## src/rtl/hazard_unit_sb_if.sv

```systemverilog
// Purpose: pipeline <-> hazard unit signal bundle (stage state in, stage controls out).
// Latency: pure wiring, no storage.
// Backpressure: none here; stalls are carried as ordinary control signals.
interface hazard_unit_sb_if #(
  parameter int ADDR_W = 5,
  parameter int CNT_W  = 32
);
  // Pipeline state presented to the hazard unit
  logic              ICacheMiss;
  logic              DCacheMiss;
  logic              BranchE;
  logic              JalrE;
  logic              JalD;
  logic [ADDR_W-1:0] Rs1D;
  logic [ADDR_W-1:0] Rs2D;
  logic [ADDR_W-1:0] Rs1E;
  logic [ADDR_W-1:0] Rs2E;
  logic [ADDR_W-1:0] RdE;
  logic [ADDR_W-1:0] RdM;
  logic [ADDR_W-1:0] RdW;
  logic [1:0]        RegReadD;
  logic [1:0]        RegReadE;
  logic              RegWriteE;
  logic              RegWriteM;
  logic              RegWriteW;
  logic              MemToRegE;
  logic              LongOpE;

  // Stage controls and long-unit status returned to the pipeline
  logic              StallF, FlushF;
  logic              StallD, FlushD;
  logic              StallE, FlushE;
  logic              StallM, FlushM;
  logic              StallW, FlushW;
  logic [1:0]        Forward1E;
  logic [1:0]        Forward2E;
  logic              LongBusy;
  logic [ADDR_W-1:0] LongRd;
  logic              LongWb;
  logic [CNT_W-1:0]  StallCnt;

  // Pipeline side
  modport master (
    output ICacheMiss, DCacheMiss, BranchE, JalrE, JalD,
    output Rs1D, Rs2D, Rs1E, Rs2E, RdE, RdM, RdW, RegReadD, RegReadE,
    output RegWriteE, RegWriteM, RegWriteW, MemToRegE, LongOpE,
    input  StallF, FlushF, StallD, FlushD, StallE, FlushE,
    input  StallM, FlushM, StallW, FlushW,
    input  Forward1E, Forward2E, LongBusy, LongRd, LongWb, StallCnt
  );

  // Hazard unit side
  modport slave (
    input  ICacheMiss, DCacheMiss, BranchE, JalrE, JalD,
    input  Rs1D, Rs2D, Rs1E, Rs2E, RdE, RdM, RdW, RegReadD, RegReadE,
    input  RegWriteE, RegWriteM, RegWriteW, MemToRegE, LongOpE,
    output StallF, FlushF, StallD, FlushD, StallE, FlushE,
    output StallM, FlushM, StallW, FlushW,
    output Forward1E, Forward2E, LongBusy, LongRd, LongWb, StallCnt
  );
endinterface

```

## src/rtl/hazard_unit_sb.sv

```systemverilog
// Purpose: 5-stage pipeline stall/flush/forward control with a mul/div scoreboard and stall counter.
// Latency: controls combinational; long op completes LONG_LAT-1 cycles after acceptance (plus deferrals).
// Backpressure: cache misses and long-unit conflicts stall the pipeline; W owns the write port over the long result.
module hazard_unit_sb #(
  parameter int ADDR_W   = 5,
  parameter int LONG_LAT = 4,
  parameter int CNT_W    = 32
) (
  input  logic             clk,
  input  logic             CpuRstN,
  hazard_unit_sb_if.slave  hz
);

  localparam logic [7:0] LAT_M1 = 8'(LONG_LAT - 1);

  logic              long_busy;
  logic [ADDR_W-1:0] long_rd;
  logic [7:0]        long_cnt;
  logic              long_wb;
  logic              long_acc;
  logic [CNT_W-1:0]  stall_cnt;
  logic [4:0]        st;   // {F,D,E,M,W}
  logic [4:0]        fl;   // {F,D,E,M,W}
  logic              br_e;
  logic              d_haz;
  logic [1:0]        fwd1;
  logic [1:0]        fwd2;

  // A destination feeds a D-stage source that is actually read
  function automatic logic src_match(input logic [ADDR_W-1:0] rd,
                                     input logic [ADDR_W-1:0] rs1,
                                     input logic [ADDR_W-1:0] rs2,
                                     input logic [1:0]        used);
    return ((rd == rs1) && used[1]) || ((rd == rs2) && used[0]);
  endfunction

  // Select the newest producer of an E-stage source; x0 never forwards
  function automatic logic [1:0] fwd_sel(input logic [ADDR_W-1:0] rs, input logic used,
                                         input logic wm, input logic [ADDR_W-1:0] rdm,
                                         input logic ww, input logic [ADDR_W-1:0] rdw);
    if (wm && (rdm != '0) && (rdm == rs) && used)      return 2'b10;
    else if (ww && (rdw != '0) && (rdw == rs) && used) return 2'b01;
    else                                               return 2'b00;
  endfunction

  assign br_e    = hz.BranchE | hz.JalrE;
  // The long result only takes the write port when W is idle and memory is not frozen
  assign long_wb = long_busy & (long_cnt == 8'd0) & ~hz.RegWriteW & ~hz.DCacheMiss;

  // Consumer in D must wait for a load in E or any pending long-unit result
  assign d_haz =
      (hz.MemToRegE & hz.RegWriteE & (hz.RdE != '0) &
       src_match(hz.RdE, hz.Rs1D, hz.Rs2D, hz.RegReadD)) |
      (hz.LongOpE & (hz.RdE != '0) &
       src_match(hz.RdE, hz.Rs1D, hz.Rs2D, hz.RegReadD)) |
      (long_busy & (long_rd != '0) &
       src_match(long_rd, hz.Rs1D, hz.Rs2D, hz.RegReadD));

  // Prioritised stall/flush decision, first matching cause wins
  always_comb begin
    st = 5'b00000;
    fl = 5'b00000;
    if (hz.DCacheMiss) begin
      st = 5'b11111;
    end else if (hz.ICacheMiss && br_e) begin
      st = 5'b11100;
      fl = 5'b00010;
    end else if (hz.LongOpE && long_busy && !long_wb) begin
      st = 5'b11100;
      fl = 5'b00010;
    end else if (d_haz) begin
      st = 5'b11000;
      fl = 5'b00100;
    end else if (br_e) begin
      fl = 5'b01100;
    end else if (hz.ICacheMiss) begin
      st = 5'b10000;
      fl = 5'b01000;
    end else if (hz.JalD) begin
      fl = 5'b01000;
    end
  end

  assign fwd1 = fwd_sel(hz.Rs1E, hz.RegReadE[1], hz.RegWriteM, hz.RdM, hz.RegWriteW, hz.RdW);
  assign fwd2 = fwd_sel(hz.Rs2E, hz.RegReadE[0], hz.RegWriteM, hz.RdM, hz.RegWriteW, hz.RdW);

  // A long op leaves E into the unit when E advances; a completing op frees the slot this edge
  assign long_acc = hz.LongOpE & ~st[2] & ~fl[2] & (~long_busy | long_wb);

  // Long-unit scoreboard: accept, count down (frozen on D-miss), retire on writeback
  always_ff @(posedge clk or negedge CpuRstN) begin
    if (!CpuRstN) begin
      long_busy <= 1'b0;
      long_rd   <= '0;
      long_cnt  <= 8'd0;
    end else if (long_acc) begin
      long_busy <= 1'b1;
      long_rd   <= hz.RdE;
      long_cnt  <= LAT_M1;
    end else if (long_wb) begin
      long_busy <= 1'b0;
    end else if (long_busy && (long_cnt != 8'd0) && !hz.DCacheMiss) begin
      long_cnt  <= long_cnt - 8'd1;
    end
  end

  // Saturating count of fetch-stall cycles
  always_ff @(posedge clk or negedge CpuRstN) begin
    if (!CpuRstN) begin
      stall_cnt <= '0;
    end else if (st[4] && (stall_cnt != {CNT_W{1'b1}})) begin
      stall_cnt <= stall_cnt + CNT_W'(1);
    end
  end

  assign {hz.StallF, hz.StallD, hz.StallE, hz.StallM, hz.StallW} = st;
  assign {hz.FlushF, hz.FlushD, hz.FlushE, hz.FlushM, hz.FlushW} = fl;
  assign hz.Forward1E = fwd1;
  assign hz.Forward2E = fwd2;
  assign hz.LongBusy  = long_busy;
  assign hz.LongRd    = long_rd;
  assign hz.LongWb    = long_wb;
  assign hz.StallCnt  = stall_cnt;

endmodule

```

## src/flat_wrapper.sv

```systemverilog
// flat-port wrapper written by rule: the top's interface ports become plain ports
module hazard_unit_sb_flat 
#(
  parameter int ADDR_W   = 5,
  parameter int LONG_LAT = 4,
  parameter int CNT_W    = 32
)
  (clk, CpuRstN, hz_ICacheMiss, hz_DCacheMiss, hz_BranchE, hz_JalrE, hz_JalD, hz_Rs1D, hz_Rs2D, hz_Rs1E, hz_Rs2E, hz_RdE, hz_RdM, hz_RdW, hz_RegReadD, hz_RegReadE, hz_RegWriteE, hz_RegWriteM, hz_RegWriteW, hz_MemToRegE, hz_LongOpE, hz_StallF, hz_FlushF, hz_StallD, hz_FlushD, hz_StallE, hz_FlushE, hz_StallM, hz_FlushM, hz_StallW, hz_FlushW, hz_Forward1E, hz_Forward2E, hz_LongBusy, hz_LongRd, hz_LongWb, hz_StallCnt);
  hazard_unit_sb_if #(.ADDR_W(ADDR_W), .CNT_W(CNT_W)) hz_i ();
  input  logic clk;
  input  logic CpuRstN;
  input wire logic [$bits(hz_i.ICacheMiss)-1:0] hz_ICacheMiss;
  input wire logic [$bits(hz_i.DCacheMiss)-1:0] hz_DCacheMiss;
  input wire logic [$bits(hz_i.BranchE)-1:0] hz_BranchE;
  input wire logic [$bits(hz_i.JalrE)-1:0] hz_JalrE;
  input wire logic [$bits(hz_i.JalD)-1:0] hz_JalD;
  input wire logic [$bits(hz_i.Rs1D)-1:0] hz_Rs1D;
  input wire logic [$bits(hz_i.Rs2D)-1:0] hz_Rs2D;
  input wire logic [$bits(hz_i.Rs1E)-1:0] hz_Rs1E;
  input wire logic [$bits(hz_i.Rs2E)-1:0] hz_Rs2E;
  input wire logic [$bits(hz_i.RdE)-1:0] hz_RdE;
  input wire logic [$bits(hz_i.RdM)-1:0] hz_RdM;
  input wire logic [$bits(hz_i.RdW)-1:0] hz_RdW;
  input wire logic [$bits(hz_i.RegReadD)-1:0] hz_RegReadD;
  input wire logic [$bits(hz_i.RegReadE)-1:0] hz_RegReadE;
  input wire logic [$bits(hz_i.RegWriteE)-1:0] hz_RegWriteE;
  input wire logic [$bits(hz_i.RegWriteM)-1:0] hz_RegWriteM;
  input wire logic [$bits(hz_i.RegWriteW)-1:0] hz_RegWriteW;
  input wire logic [$bits(hz_i.MemToRegE)-1:0] hz_MemToRegE;
  input wire logic [$bits(hz_i.LongOpE)-1:0] hz_LongOpE;
  output wire logic [$bits(hz_i.StallF)-1:0] hz_StallF;
  output wire logic [$bits(hz_i.FlushF)-1:0] hz_FlushF;
  output wire logic [$bits(hz_i.StallD)-1:0] hz_StallD;
  output wire logic [$bits(hz_i.FlushD)-1:0] hz_FlushD;
  output wire logic [$bits(hz_i.StallE)-1:0] hz_StallE;
  output wire logic [$bits(hz_i.FlushE)-1:0] hz_FlushE;
  output wire logic [$bits(hz_i.StallM)-1:0] hz_StallM;
  output wire logic [$bits(hz_i.FlushM)-1:0] hz_FlushM;
  output wire logic [$bits(hz_i.StallW)-1:0] hz_StallW;
  output wire logic [$bits(hz_i.FlushW)-1:0] hz_FlushW;
  output wire logic [$bits(hz_i.Forward1E)-1:0] hz_Forward1E;
  output wire logic [$bits(hz_i.Forward2E)-1:0] hz_Forward2E;
  output wire logic [$bits(hz_i.LongBusy)-1:0] hz_LongBusy;
  output wire logic [$bits(hz_i.LongRd)-1:0] hz_LongRd;
  output wire logic [$bits(hz_i.LongWb)-1:0] hz_LongWb;
  output wire logic [$bits(hz_i.StallCnt)-1:0] hz_StallCnt;
  assign hz_i.ICacheMiss = hz_ICacheMiss;
  assign hz_i.DCacheMiss = hz_DCacheMiss;
  assign hz_i.BranchE = hz_BranchE;
  assign hz_i.JalrE = hz_JalrE;
  assign hz_i.JalD = hz_JalD;
  assign hz_i.Rs1D = hz_Rs1D;
  assign hz_i.Rs2D = hz_Rs2D;
  assign hz_i.Rs1E = hz_Rs1E;
  assign hz_i.Rs2E = hz_Rs2E;
  assign hz_i.RdE = hz_RdE;
  assign hz_i.RdM = hz_RdM;
  assign hz_i.RdW = hz_RdW;
  assign hz_i.RegReadD = hz_RegReadD;
  assign hz_i.RegReadE = hz_RegReadE;
  assign hz_i.RegWriteE = hz_RegWriteE;
  assign hz_i.RegWriteM = hz_RegWriteM;
  assign hz_i.RegWriteW = hz_RegWriteW;
  assign hz_i.MemToRegE = hz_MemToRegE;
  assign hz_i.LongOpE = hz_LongOpE;
  assign hz_StallF = hz_i.StallF;
  assign hz_FlushF = hz_i.FlushF;
  assign hz_StallD = hz_i.StallD;
  assign hz_FlushD = hz_i.FlushD;
  assign hz_StallE = hz_i.StallE;
  assign hz_FlushE = hz_i.FlushE;
  assign hz_StallM = hz_i.StallM;
  assign hz_FlushM = hz_i.FlushM;
  assign hz_StallW = hz_i.StallW;
  assign hz_FlushW = hz_i.FlushW;
  assign hz_Forward1E = hz_i.Forward1E;
  assign hz_Forward2E = hz_i.Forward2E;
  assign hz_LongBusy = hz_i.LongBusy;
  assign hz_LongRd = hz_i.LongRd;
  assign hz_LongWb = hz_i.LongWb;
  assign hz_StallCnt = hz_i.StallCnt;
  hazard_unit_sb #(.ADDR_W(ADDR_W), .LONG_LAT(LONG_LAT), .CNT_W(CNT_W)) u_core (.clk(clk), .CpuRstN(CpuRstN), .hz(hz_i));
endmodule
```

## config.mk

```make
export PLATFORM = sky130hd
export DESIGN_NAME = hazard_unit_sb_flat
export DESIGN_NICKNAME = d
export VERILOG_FILES = /design/src/rtl/hazard_unit_sb_if.sv /design/src/rtl/hazard_unit_sb.sv /design/src/flat_wrapper.sv
export SDC_FILE = /design/constraint.sdc
export NUM_CORES = 1
export LEC_CHECK = 0
export ABC_CLOCK_PERIOD_IN_PS = 6500
export CORE_MARGIN = 2
export CORE_UTILIZATION = 50
export CTS_BUF_LIST = sky130_fd_sc_hd__clkbuf_4 sky130_fd_sc_hd__clkbuf_8
export DETAILED_ROUTE_END_ITERATION = 7
export PLACE_DENSITY = 0.88
export SKIP_CTS_REPAIR_TIMING = 1
export SLEW_MARGIN = 30
export SYNTH_ARGS = -nofsm -noshare
export SYNTH_HDL_FRONTEND = slang
export SYNTH_SLANG_ARGS = --single-unit
```

## constraint.sdc

```tcl
create_clock -name clk -period 6.5 [get_ports clk]
set_input_delay 0.65 -clock clk [delete_from_list [all_inputs] [get_ports clk]]
set_output_delay 0.65 -clock clk [all_outputs]
set_load 0.03 [all_outputs]
```

Yosys cells after proc, flatten, opt, wreduce, memory -nomap -nowiden
Index checks and enable logic that the tools add are counted.
Widths: inputs -> output; s select.
Operators by class
  reduce and logical (&&, ||, !) cells: 33
  add/subtract/negate cells: 2
  bitwise gates (word level): 22
  mux-type cells: 22
  eq/ne operators: 10
Operator list (number)
  $mux 5: 12
  $eq 5x5->1: 8
  $add 32x1->32 const B: 1
  $ne 32x32->1 const B: 1
  $mux 8: 3
  $logic_and 1x1->1: 20
  $reduce_bool 5->1: 4
  $and 1x1->1: 13
  $logic_not 8->1: 1
  $reduce_bool 8->1: 1
  $sub 8x1->8 const B: 1
  $not 1->1: 5
  $mux 1: 4
  $mux 2: 2
  $mux 4: 1
  $or 1x1->1: 4
  $reduce_bool 2->1: 2
  $logic_not 1->1: 2
  $logic_or 1x1->1: 2
  $ne 2x2->1 const B: 1
  $reduce_and 2->1: 1
Storage, ports and cells
  output and inout bits: 53
  register bits after elaboration: 46
  input bits: 51
  word-level logic and storage cells: 93

Depth between registers and ports, before layout
Gate-level depths: netlist of the first run.
  depth after elaboration: 16
  mapped depth: 9
  gate-level depth less buffers: 8

Least setup slack after synthesis of the first run
OpenSTA, ideal clock, no wires.
  kind: register -> output
  start point: register u_core.long_rd[1], in the netlist u_core.hz.LongRd[1]
  end point: output port hz_FlushD
  cell stages (with the launch flop): 6
  data arrival time: 2.462 ns
  data required time: 5.850 ns
  slack: 3.388 ns
  buffers on the path: 0
  cells stage by stage: dfrtp_1 -> or4_1 -> o21a_1 -> a22oi_2 -> nand3_1 -> a21oi_1
On the way
  word-level cells in the longest chain between the ends: 9
  elaborated cells between the ends (all ways): 13
  those cells by class: 2 x eq/ne; 4 x mux; 3 x bitwise; 4 x reduce/logical
RTL lines
  start: declaration: line hazard_unit_sb.sv:17  | logic [ADDR_W-1:0] long_rd;
  start signal: assignment: line hazard_unit_sb.sv:98  | long_rd <= hz.RdE;
  $eq 5x5->1: line hazard_unit_sb.sv:34  | return ((rd == rs1) && used[1]) || ((rd == rs2) && used[0]);
  $logic_and 1x1->1: line hazard_unit_sb.sv:34
  $logic_or 1x1->1: line hazard_unit_sb.sv:34
  $and 1x1->1 *: line hazard_unit_sb.sv:56  | (long_busy & (long_rd != '0) &
  $or 1x1->1 *: line hazard_unit_sb.sv:55  | src_match(hz.RdE, hz.Rs1D, hz.Rs2D, hz.RegReadD)) |
  $mux 5 *: line hazard_unit_sb.sv:71  | end else if (d_haz) begin
  $mux 5 *: line hazard_unit_sb.sv:68  | end else if (hz.LongOpE && long_busy && !long_wb) begin
  $mux 5 *: line hazard_unit_sb.sv:65  | end else if (hz.ICacheMiss && br_e) begin
  $mux 5 *: line hazard_unit_sb.sv:63  | if (hz.DCacheMiss) begin
  end: declaration: line flat_wrapper.sv:34  | output wire logic [$bits(hz_i.FlushD)-1:0] hz_FlushD;
Mark *: on every way between the ends. The rest lies on a longest branch, timed or not.

Worst setup path after layout of the first run
  start point: input port hz_RegWriteW
  end point: output port hz_StallF
On the way
  word-level cells in the longest chain between the ends: 8
RTL lines
  start: declaration: line flat_wrapper.sv:28  | input wire logic [$bits(hz_i.RegWriteW)-1:0] hz_RegWriteW;
  $not 1->1: line hazard_unit_sb.sv:48  | assign long_wb = long_busy & (long_cnt == 8'd0) & ~hz.RegWriteW & ~hz.DCacheMiss;
  $and 1x1->1 (2 in series): line hazard_unit_sb.sv:48
  $logic_not 1->1: line hazard_unit_sb.sv:68
  $logic_and 1x1->1: line hazard_unit_sb.sv:68
  $mux 5: line hazard_unit_sb.sv:68
  $mux 5: line hazard_unit_sb.sv:65
  $mux 5: line hazard_unit_sb.sv:63
  end: declaration: line flat_wrapper.sv:31  | output wire logic [$bits(hz_i.StallF)-1:0] hz_StallF;
Every way passes these cells.

==> results of run 1 <==
synth_stat cells, drive strengths merged:
cell	count
a21oi	5
mux2i	1
nand3	16
or4	4
dfrtp	46
nand2	26
or3	1
a221oi	1
nor2b	2
nor3	17
xor2	38
and4	1
nor2	10
o21ai	4
buf	9
nor4b	3
o22ai	2
or2	1
inv	6
xnor2	38
ha	3
conb	1
a22oi	1
nor4	22
a31oi	1
and3	6
nand2b	4
and2	6
o32a	1
clkbuf	4
o211ai	1
or4bb	1
or4b	1
a311o	1
o21a	1
nand4	13
mux2	6
critical path, stage by stage:
cell and delay (ns):
clkdlybuf4s50_1 0.42, nor4b_1 0.37, nand2_2 0.13, a311o_1 0.41
a221oi_4 0.19, buf_4 0.35, inv_1 0.07, clkdlybuf4s50_1 0.60
metrics by stage:
step	total power (µW)	util, %	worst slack, ns	cell area [µm²]	instances
after floorplan	948	-	3.39	2950	305
after CTS	1470	73.0	2.64	4090	474
after global routing	1540	73.0	2.55	4090	474
after detailed placement	1230	70.9	2.64	3980	466
final	1450	73.0	2.64	4090	474
after global placement	1210	70.9	2.66	3970	466
report_power, final:
| group | switching, µW | internal (µW) |
|---|---|---|
| Combinational | 375 | 330 |
| Clock | 104 | 117 |
| Sequential | 144 | 384 |
| Total | 623 | 831 |
registers in the layout (all words and copies together) (netlist names):
signal              cells
u_core.hz.StallCnt     32
u_core.long_cnt         8
u_core.hz.LongBusy      1
u_core.hz.LongRd        5
worst paths after layout:
path | startpoint | endpoint | depth (start not counted)
setup reg to reg | u_core.hz.StallCnt[13] | u_core.hz.StallCnt[20] | 6
hold / removal | CpuRstN | u_core.hz.StallCnt[18] | 1
max in group asynchronous | CpuRstN | u_core.hz.StallCnt[9] | 1
hold reg to reg | u_core.hz.StallCnt[8] | u_core.hz.StallCnt[8] | 1
min in group clk | u_core.hz.StallCnt[8] | u_core.hz.StallCnt[8] | 1
setup / recovery | hz_RegWriteW | hz_StallF | 8
per-layer routing:
| metal | vias to the layer above | wire, µm | GRT usage, % |
|---|---|---|---|
| li1 | 1268 | - | - |
| met1 | 1244 | 3370 | 32.4 |
| met2 | 111 | 3590 | 39.9 |
| met3 | 7 | 617 | 6.00 |
| met4 | 0 | 73 | 6.78 |
| met5 | - | 0 | 0 |
cells by family after synthesis:
kind of cell / count (synthesis)
mux: 7
flops: 46
simple gates: 134
fa+ha+maj: 3
compound gates: 18
xor+xnor: 76
other cells: 1
buf+inv: 19
cell type report:
type | count | area, µm²
clock buffers | 5 | 68.8
fillers | 441 | 1510
flip-flops and latches | 46 | 1150
well taps | 72 | 90.1
inverters | 6 | 22.5
clock inverters | 3 | 48.8
repair buffers | 102 | 1020
multi-input cells | 240 | 1700
==> results.txt, run 1 <==
Slew Limit Fails: 0
Synth Area in XOR/XNOR: 22.6%
Mux cell area share after synthesis: 2.63%
Final setup vio count: 0
Largest net degree at the start of global routing: 47
Clk_skew: 0.00608 ns
Commonest non-fill, non-tap cell in the layout: clkdlybuf4s50_1
Via/cell ratio: 5.55
CTS tree: yes
Pwr Density: 355 nW/µm²
H-Tree Depth: 2
Clock-pin slew on the worst setup and hold paths: 0.09 ns
Fraction of layout cells with a size suffix above 1: 7.21%
Netlist cell types: 42
Synth Area in Compound Gates: 4.67%
Synth top area share: 39.0%
Most frequent cells in the layout: clkdlybuf4s50_1, dfrtp_1, xnor2_1, xor2_1, nand2_1
Post-synthesis sequential area ratio: 39.0%
Post-detail-place hpwl: 5.74 mm
Via count: 2630
Largest family of logic cells by synthesized area: simple AND/OR/NAND/NOR gates
Synth Area in Adders: 1.27%
Area contributors post-synth: dfrtp_1, xnor2_1, xor2_1
WL final: 7.65 mm
Hold Fails Final Rpt: 0
Syn avg cell area: 9.70 µm²
Vias in the first global route: 2581
Critical path required time: 5.85 ns
Synth Area in Simple Gates: 26.1%
Core area: 5610 µm²
RSZ-0062 raised after global routing: false
Fin Setup TNS: 0 ns
Crit path max fanout: 33
Wire per inst: 16.1 µm
Layout area overhead: 38.9%
Kind of end point of the critical path: output pin
IO Port Bufs: 101
Placer Congestion: 0.885
CTS Sinks: 46
Synth Cell Area: 2950 µm²
Startpoint types: primary input
Flop and latch count out of synthesis: 46
Reg-to-reg slack, setup: 3.69 ns
Initial antenna violation count: 0
CTS Buf Count: 5
Lkg Pwr: 0.00154 µW
Max Freq: 0.259 GHz
Floorplan row count: 27
Die area: 6530 µm²
Die width: 80.8 µm
Critical Path AT: 3.21 ns
NumNets Final: 455
DR DRC count: 0
Initial drt markers: 132
Actual slew at the worst max-slew pin: 0.780 ns
Top-level I/O count: 104
Antenna-violating nets left: 0
Root Buffer: clkbuf_8
Final hold slack: 0.333 ns
Final period util: 59.4%
# diodes: 0
Hold/Removal Path Class: in -> async
Initial Util: 52.6%
Fin crit period: 3.86 ns
Cells after synthesis: 304
Clk Latency, worst-skew pair: 0.31 ns
Grt ovf: 0
Crit path kind: in -> out
First-pass GRT wire length: 12.4 mm
Drt pass-1 iters: 4
Max-capacitance violation count: 0
Chip Height: 80.8 µm
Rel. slew slack: 48.0%
Synth Warn #: 0
Status: complete, no violations
Max VDD drop: 321 µV
Clock Path Buffers: 2
GRT Total Usage: 24.4%
Area leader, netlist: dfrtp_1
Power figures use the tool's default switching activity.
==> run 2: changes to the inputs <==
- ABC_CLOCK_PERIOD_IN_PS: 6500 -> 3800
- CORE_UTILIZATION: 50 -> 47
- PLACE_DENSITY: 0.88 -> 0.83
- clock period: 6.5 -> 3.8 ns (I/O delays scaled with it)
==> results.txt, run 2 (synthesis results as in run 1) <==
Status: complete, no violations
Clk Latency, worst-skew pair: 0.30 ns (about the same)
Initial Util: 49.2% (-3.4 points)
Slew Limit Fails: 0 (unchanged)
Crit path kind: reg -> out
Switch share: 42.1% (-0.70 points)
Fin cells: 476 (+0.42%)
Fin Setup TNS: 0 ns (unchanged)
Inst Count DP: 469 (+0.64%)
Critical-path top delay cell: clkdlybuf4s50_1
CTS Sinks: 46 (unchanged)
Hold Fails Final Rpt: 0 (unchanged)
Reg2reg path depth: 6 (unchanged)
Hold/Removal Path Class: in -> async
WL final: 7.53 mm (-1.7%)
Worst r2r src: u_core.hz.StallCnt[16]
CTS Buf Count: 5 (unchanged)
Via/cell ratio: 5.55 (about the same)
Clk_skew: 0.00693 ns (+0.000848 ns)
Final setup vio count: 0 (unchanged)
Initial antenna violation count: 0 (unchanged)
Post-layout util: 68.3% (-4.7 points)
Largest net degree at the start of global routing: 47 (unchanged)
CP bufs+invs: 1 (-3)
Antenna-violating nets left: 0 (unchanged)
Clock Path Buffers: 2 (unchanged)
Critical path required time: 3.42 ns (-2.43 ns)
Via count: 2641 (+0.42%)
Max-capacitance violation count: 0 (unchanged)
Largest register FFs: 32 (unchanged)
Design Power: 2470 µW (+70%)
Die width: 83.2 µm (+3.0%)
Internal Pwr Total: 1430 µW (+72%)
Core area: 5990 µm² (+6.8%)
Fraction of layout cells with a size suffix above 1: 6.98% (-0.23 points)
Rel. slew slack: 49.1% (+1.1 points)
Kind of end point of the critical path: output pin
Commonest non-fill, non-tap cell in the layout: clkdlybuf4s50_1
Layout area overhead: 38.8% (about the same)
Pwr Density: 605 nW/µm² (+70%)
Floorplan row count: 28 (+3.7%)
Crit path max fanout: 5 (-85%)
Worst path depth: 6 (-2)
Max Freq: 0.313 GHz
Drt pass-1 iters: 4 (unchanged)
Post-detail-place hpwl: 5.54 mm (-3.5%)
Actual slew at the worst max-slew pin: 0.764 ns (-0.0167 ns)
Placer Congestion: 0.936 (+5.8%)
Startpoint types: flip-flop
H-Tree Depth: 2 (unchanged)
Clk pwr share: 15.0% (-0.2 points)
DR DRC count: 0 (unchanged)
Lkg Pwr: 0.00154 µW (about the same)
CP Cell Sequence: or4_1, o21a_1, a22oi_2, nand3_1, a21oi_1, clkdlybuf4s50_1
Reg2reg end: u_core.hz.StallCnt[20]
IO Port Bufs: 101 (unchanged)
Sw power: 1040 µW (+67%)
Final period util: 84.1%
Root Buffer: clkbuf_8
# diodes: 0 (unchanged)
Die area: 6920 µm² (+6.1%)
CTS tree: yes
NumNets Final: 455 (unchanged)
Critical Path AT: 2.81 ns (-0.40 ns)
Wire per inst: 15.8 µm (-2.1%)
Most frequent cells in the layout: clkdlybuf4s50_1, dfrtp_1, xnor2_1, xor2_1, nand2_1
Reg-to-reg slack, setup: 0.98 ns (-2.71 ns)
Chip Height: 83.2 µm (+3.0%)
Initial drt markers: 125 (-5.3%)
GRT Total Usage: 22.0% (-2.4 points)
Sequential Power Share: 36.5% (+0.2 points)
CP peak stage delay: 0.68 ns (+0.08 ns)
Fin crit period: 3.19 ns
RSZ-0062 raised after global routing: false
Max VDD drop: 578 µV (+80%)
Grt ovf: 0 (unchanged)
CP delay by family, top: simple AND/OR/NAND/NOR gates
Vias in the first global route: 2643 (+2.4%)
Top-level I/O count: 104 (unchanged)
Comb pwr share: 48.5% (about the same)
Clock-pin slew on the worst setup and hold paths: 0.08 ns (about the same)
First-pass GRT wire length: 12.7 mm (+2.5%)
==> run 2: metrics by stage <==
stage | hold WS (ns) | area (µm²) | setup WS, ns
2_1_floorplan | 0.0844 | 2950 | 0.958
3_3_place_gp | 0.477 | 3980 | 0.777
5_1_grt | 0.111 | 4090 | 0.399
6_report | 0.0724 | 4090 | 0.606
3_5_place_dp | 0.421 | 3980 | 0.721
4_1_cts | 0.0943 | 4090 | 0.593
==> run 2: cell type report <==
| cell class | count | area [µm²] |
|---|---|---|
| multi-input cells | 240 | 1700 |
| fillers | 481 | 1900 |
| flip-flops and latches | 46 | 1150 |
| repair buffers | 102 | 1020 |
| clock buffers | 6 | 82.6 |
| inverters | 6 | 22.5 |
| well taps | 75 | 93.8 |
| clock inverters | 1 | 30.0 |
==> run 2: how the worst max path moves through the flow <==
stage / from / endpoint
after floorplan: u_core.hz.LongRd[1] / hz_FlushD
after CTS: u_core.hz.LongRd[1] / hz_FlushD
after global placement: hz_RegWriteW / hz_FlushD
final: u_core.hz.LongRd[1] / hz_FlushD
after detailed placement: hz_RegWriteW / hz_FlushD
after global routing: u_core.long_cnt[1] / hz_FlushE
==> run 2: routing by layer <==
layer / vias up / track usage (%) / part of all wire, %
met2: 114 / 33.7 / 45
met5: - / 0 / 0
met4: 0 / 6.26 / 1.1
met3: 8 / 5.77 / 6.8
met1: 1255 / 30.7 / 47
li1: 1264 / - / -
==> run 2: power groups by stage <==
stage | Sequential (µW) | Combinational, µW | Clock, µW
3_5_place_dp | 901 | 1200 | 0
2_1_floorplan | 1110 | 516 | 0
5_1_grt | 933 | 1290 | 397
3_3_place_gp | 899 | 1180 | 0
4_1_cts | 898 | 1210 | 378
6_report | 902 | 1200 | 372
==> run 3: changes to the inputs <==
- ABC_CLOCK_PERIOD_IN_PS: 3800 -> 3000
- clock period: 3.8 -> 3 ns (I/O delays scaled with it)
==> results.txt, run 3 (synthesis results as in run 1) <==
Failing checks: hold timing
Switch share: 44.1% (+2.0 points)
First-pass GRT wire length: 13.1 mm (+3.2%)
Antenna-violating nets left: 0 (unchanged)
Initial antenna violation count: 0 (unchanged)
CTS Sinks: 46 (unchanged)
Startpoint types: flip-flop
CP peak stage delay: 0.64 ns (-0.04 ns)
Sequential Power Share: 37.2% (+0.7 points)
Root Buffer: clkbuf_8
Max VDD drop: 634 µV (+9.7%)
Top-level I/O count: 104 (unchanged)
Filler Cell Count: 465 (-3.3%)
Critical Path AT: 2.61 ns (-0.20 ns)
Fin crit period: 2.91 ns
Actual slew at the worst max-slew pin: 0.644 ns (-0.120 ns)
Pwr Density: 749 nW/µm² (+24%)
Initial Util: 49.2% (unchanged)
Crit path max fanout: 5 (unchanged)
Clock-pin slew on the worst setup and hold paths: 0.10 ns (+0.02 ns)
CP delay by family, top: simple AND/OR/NAND/NOR gates
Critical-path top delay cell: clkdlybuf4s50_1
Layout area overhead: 39.9%
Final setup vio count: 0 (unchanged)
Kind of end point of the critical path: output pin
GRT Total Usage: 22.6% (+0.63 points)
CTS tree: yes
Sw power: 1360 µW (+31%)
H-Tree Depth: 2 (unchanged)
Multi-input logic area: 1700 µm² (+0.37%)
Via count: 2654 (+0.49%)
Commonest non-fill, non-tap cell in the layout: clkdlybuf4s50_1
Wire per inst: 16.1 µm (+2.1%)
Hold Fails Final Rpt: 25 (+25)
# diodes: 0 (unchanged)
Chip Height: 83.2 µm (unchanged)
Drt pass-1 iters: 4 (unchanged)
Register area: 1150 µm² (unchanged)
Fin Setup TNS: 0 ns (unchanged)
Reg2reg path depth: 7 (+1)
CP bufs+invs: 1 (unchanged)
Grt ovf: 0 (unchanged)
Core area: 5990 µm² (unchanged)
WL final: 7.75 mm (+2.9%)
Max Freq: 0.344 GHz
Clk pwr share: 12.9% (-2.1 points)
Crit path kind: reg -> out
Placer Congestion: 0.939 (+0.31%)
RSZ-0062 raised after global routing: false
Rel. slew slack: 56.7% (+7.6 points)
Fraction of layout cells with a size suffix above 1: 8.15% (+1.2 points)
IO Port Bufs: 101 (unchanged)
Most frequent cells in the layout: clkdlybuf4s50_1, dfrtp_1, xnor2_1, xor2_1, nand2_1
Final hold slack: -0.0191 ns (-0.0915 ns)
Inst Count DP: 472 (+0.64%)
Post-layout util: 68.8% (+0.50 points)
Slew Limit Fails: 0 (unchanged)
Fin cells: 480 (+0.84%)
Die area: 6920 µm² (unchanged)
Critical path required time: 2.70 ns (-0.72 ns)
Hold/Removal Path Class: in -> async
Initial drt markers: 86 (-31%)
Worst path depth: 5 (-1)
Final period util: 96.9%
Largest register FFs: 32 (unchanged)
Reg-to-reg slack, setup: 0.52 ns (-0.46 ns)
Floorplan row count: 28 (unchanged)
Clk Latency, worst-skew pair: 0.31 ns (about the same)
Vias in the first global route: 2630 (-0.49%)
CP Cell Sequence: or4_1, o21a_1, a22oi_2, nand3_1, clkdlybuf4s50_1
DR DRC count: 0 (unchanged)
Internal Pwr Total: 1730 µW (+21%)
Largest net degree at the start of global routing: 47 (unchanged)
Die width: 83.2 µm (unchanged)
Status: finished with violations
Via/cell ratio: 5.53 (-0.35%)
Max-capacitance violation count: 0 (unchanged)
Clk_skew: 0.00821 ns (+0.00128 ns)
Post-detail-place hpwl: 5.71 mm (+3.1%)
NumNets Final: 458 (+0.66%)
Comb pwr share: 49.9% (+1.4 points)
CTS Buf Count: 5 (unchanged)
Clock Path Buffers: 2 (unchanged)
Lkg Pwr: 0.00158 µW (+2.6%)
[run 3: cell count changes in the layout (fill, tap and decap cells not counted)]
cell	delta
buf_12	+1
buf_4	+2
bufinv_16	-1
clkbuf_8	-1
clkdlybuf4s50_1	-3
clkinv_4	+1
clkinvlp_4	+1
dlymetal6s2s_1	+3
inv_6	+1
nor4b_1	-1
nor4b_2	+1
[run 3: power groups by stage]
stage	clock [µW]	combinational, µW	sequential (µW)
2_1_floorplan	0	654	1400
3_3_place_gp	0	1500	1140
3_5_place_dp	0	1540	1150
4_1_cts	409	1550	1140
5_1_grt	438	1650	1180
6_report	399	1540	1150
[run 3: routing by layer]
metal  global-route usage (%)  routed length, µm  vias to the layer above  share of wire, %
met1                     31.7               3610                     1256                47
met3                     4.87                509                       12               6.6
li1                         -                  -                     1270                 -
met2                     35.0               3520                      116                45
met4                     7.00                108                        0               1.4
met5                        0                  0                        -                 0
[run 3: path summary, 6_finish.rpt]
check                                       start                endpoint
max                           u_core.hz.LongRd[1]               hz_StallD
max reg2reg                   u_core.hz.LongRd[4]  u_core.hz.StallCnt[31]
max in group asynchronous                 CpuRstN  u_core.hz.StallCnt[11]
min in group clk           u_core.hz.StallCnt[11]  u_core.hz.StallCnt[11]
min reg2reg                u_core.hz.StallCnt[11]  u_core.hz.StallCnt[11]
min                                       CpuRstN  u_core.hz.StallCnt[23]
[run 3: final cells by class]
class / instances / share of cell area [%]
clock inverters: 3 / 0.607
repair buffers: 105 / 25.7
multi-input cells: 240 / 41.3
flip-flops and latches: 46 / 27.9
well taps: 75 / 2.28
clock buffers: 5 / 1.67
inverters: 6 / 0.546
[run 3: stage by stage]
stage          instance area (µm²)  hold slack, ns  total power, µW  setup slack (ns)
6_report                      4120         -0.0191             3090            0.0937
5_1_grt                       4120          0.0213             3270           0.00215
3_3_place_gp                  4010           0.478             2640             0.141
3_5_place_dp                  4020           0.341             2690            0.0330
4_1_cts                       4110        -0.00150             3100            -0.179
2_1_floorplan                 2950         0.00441             2050             0.238
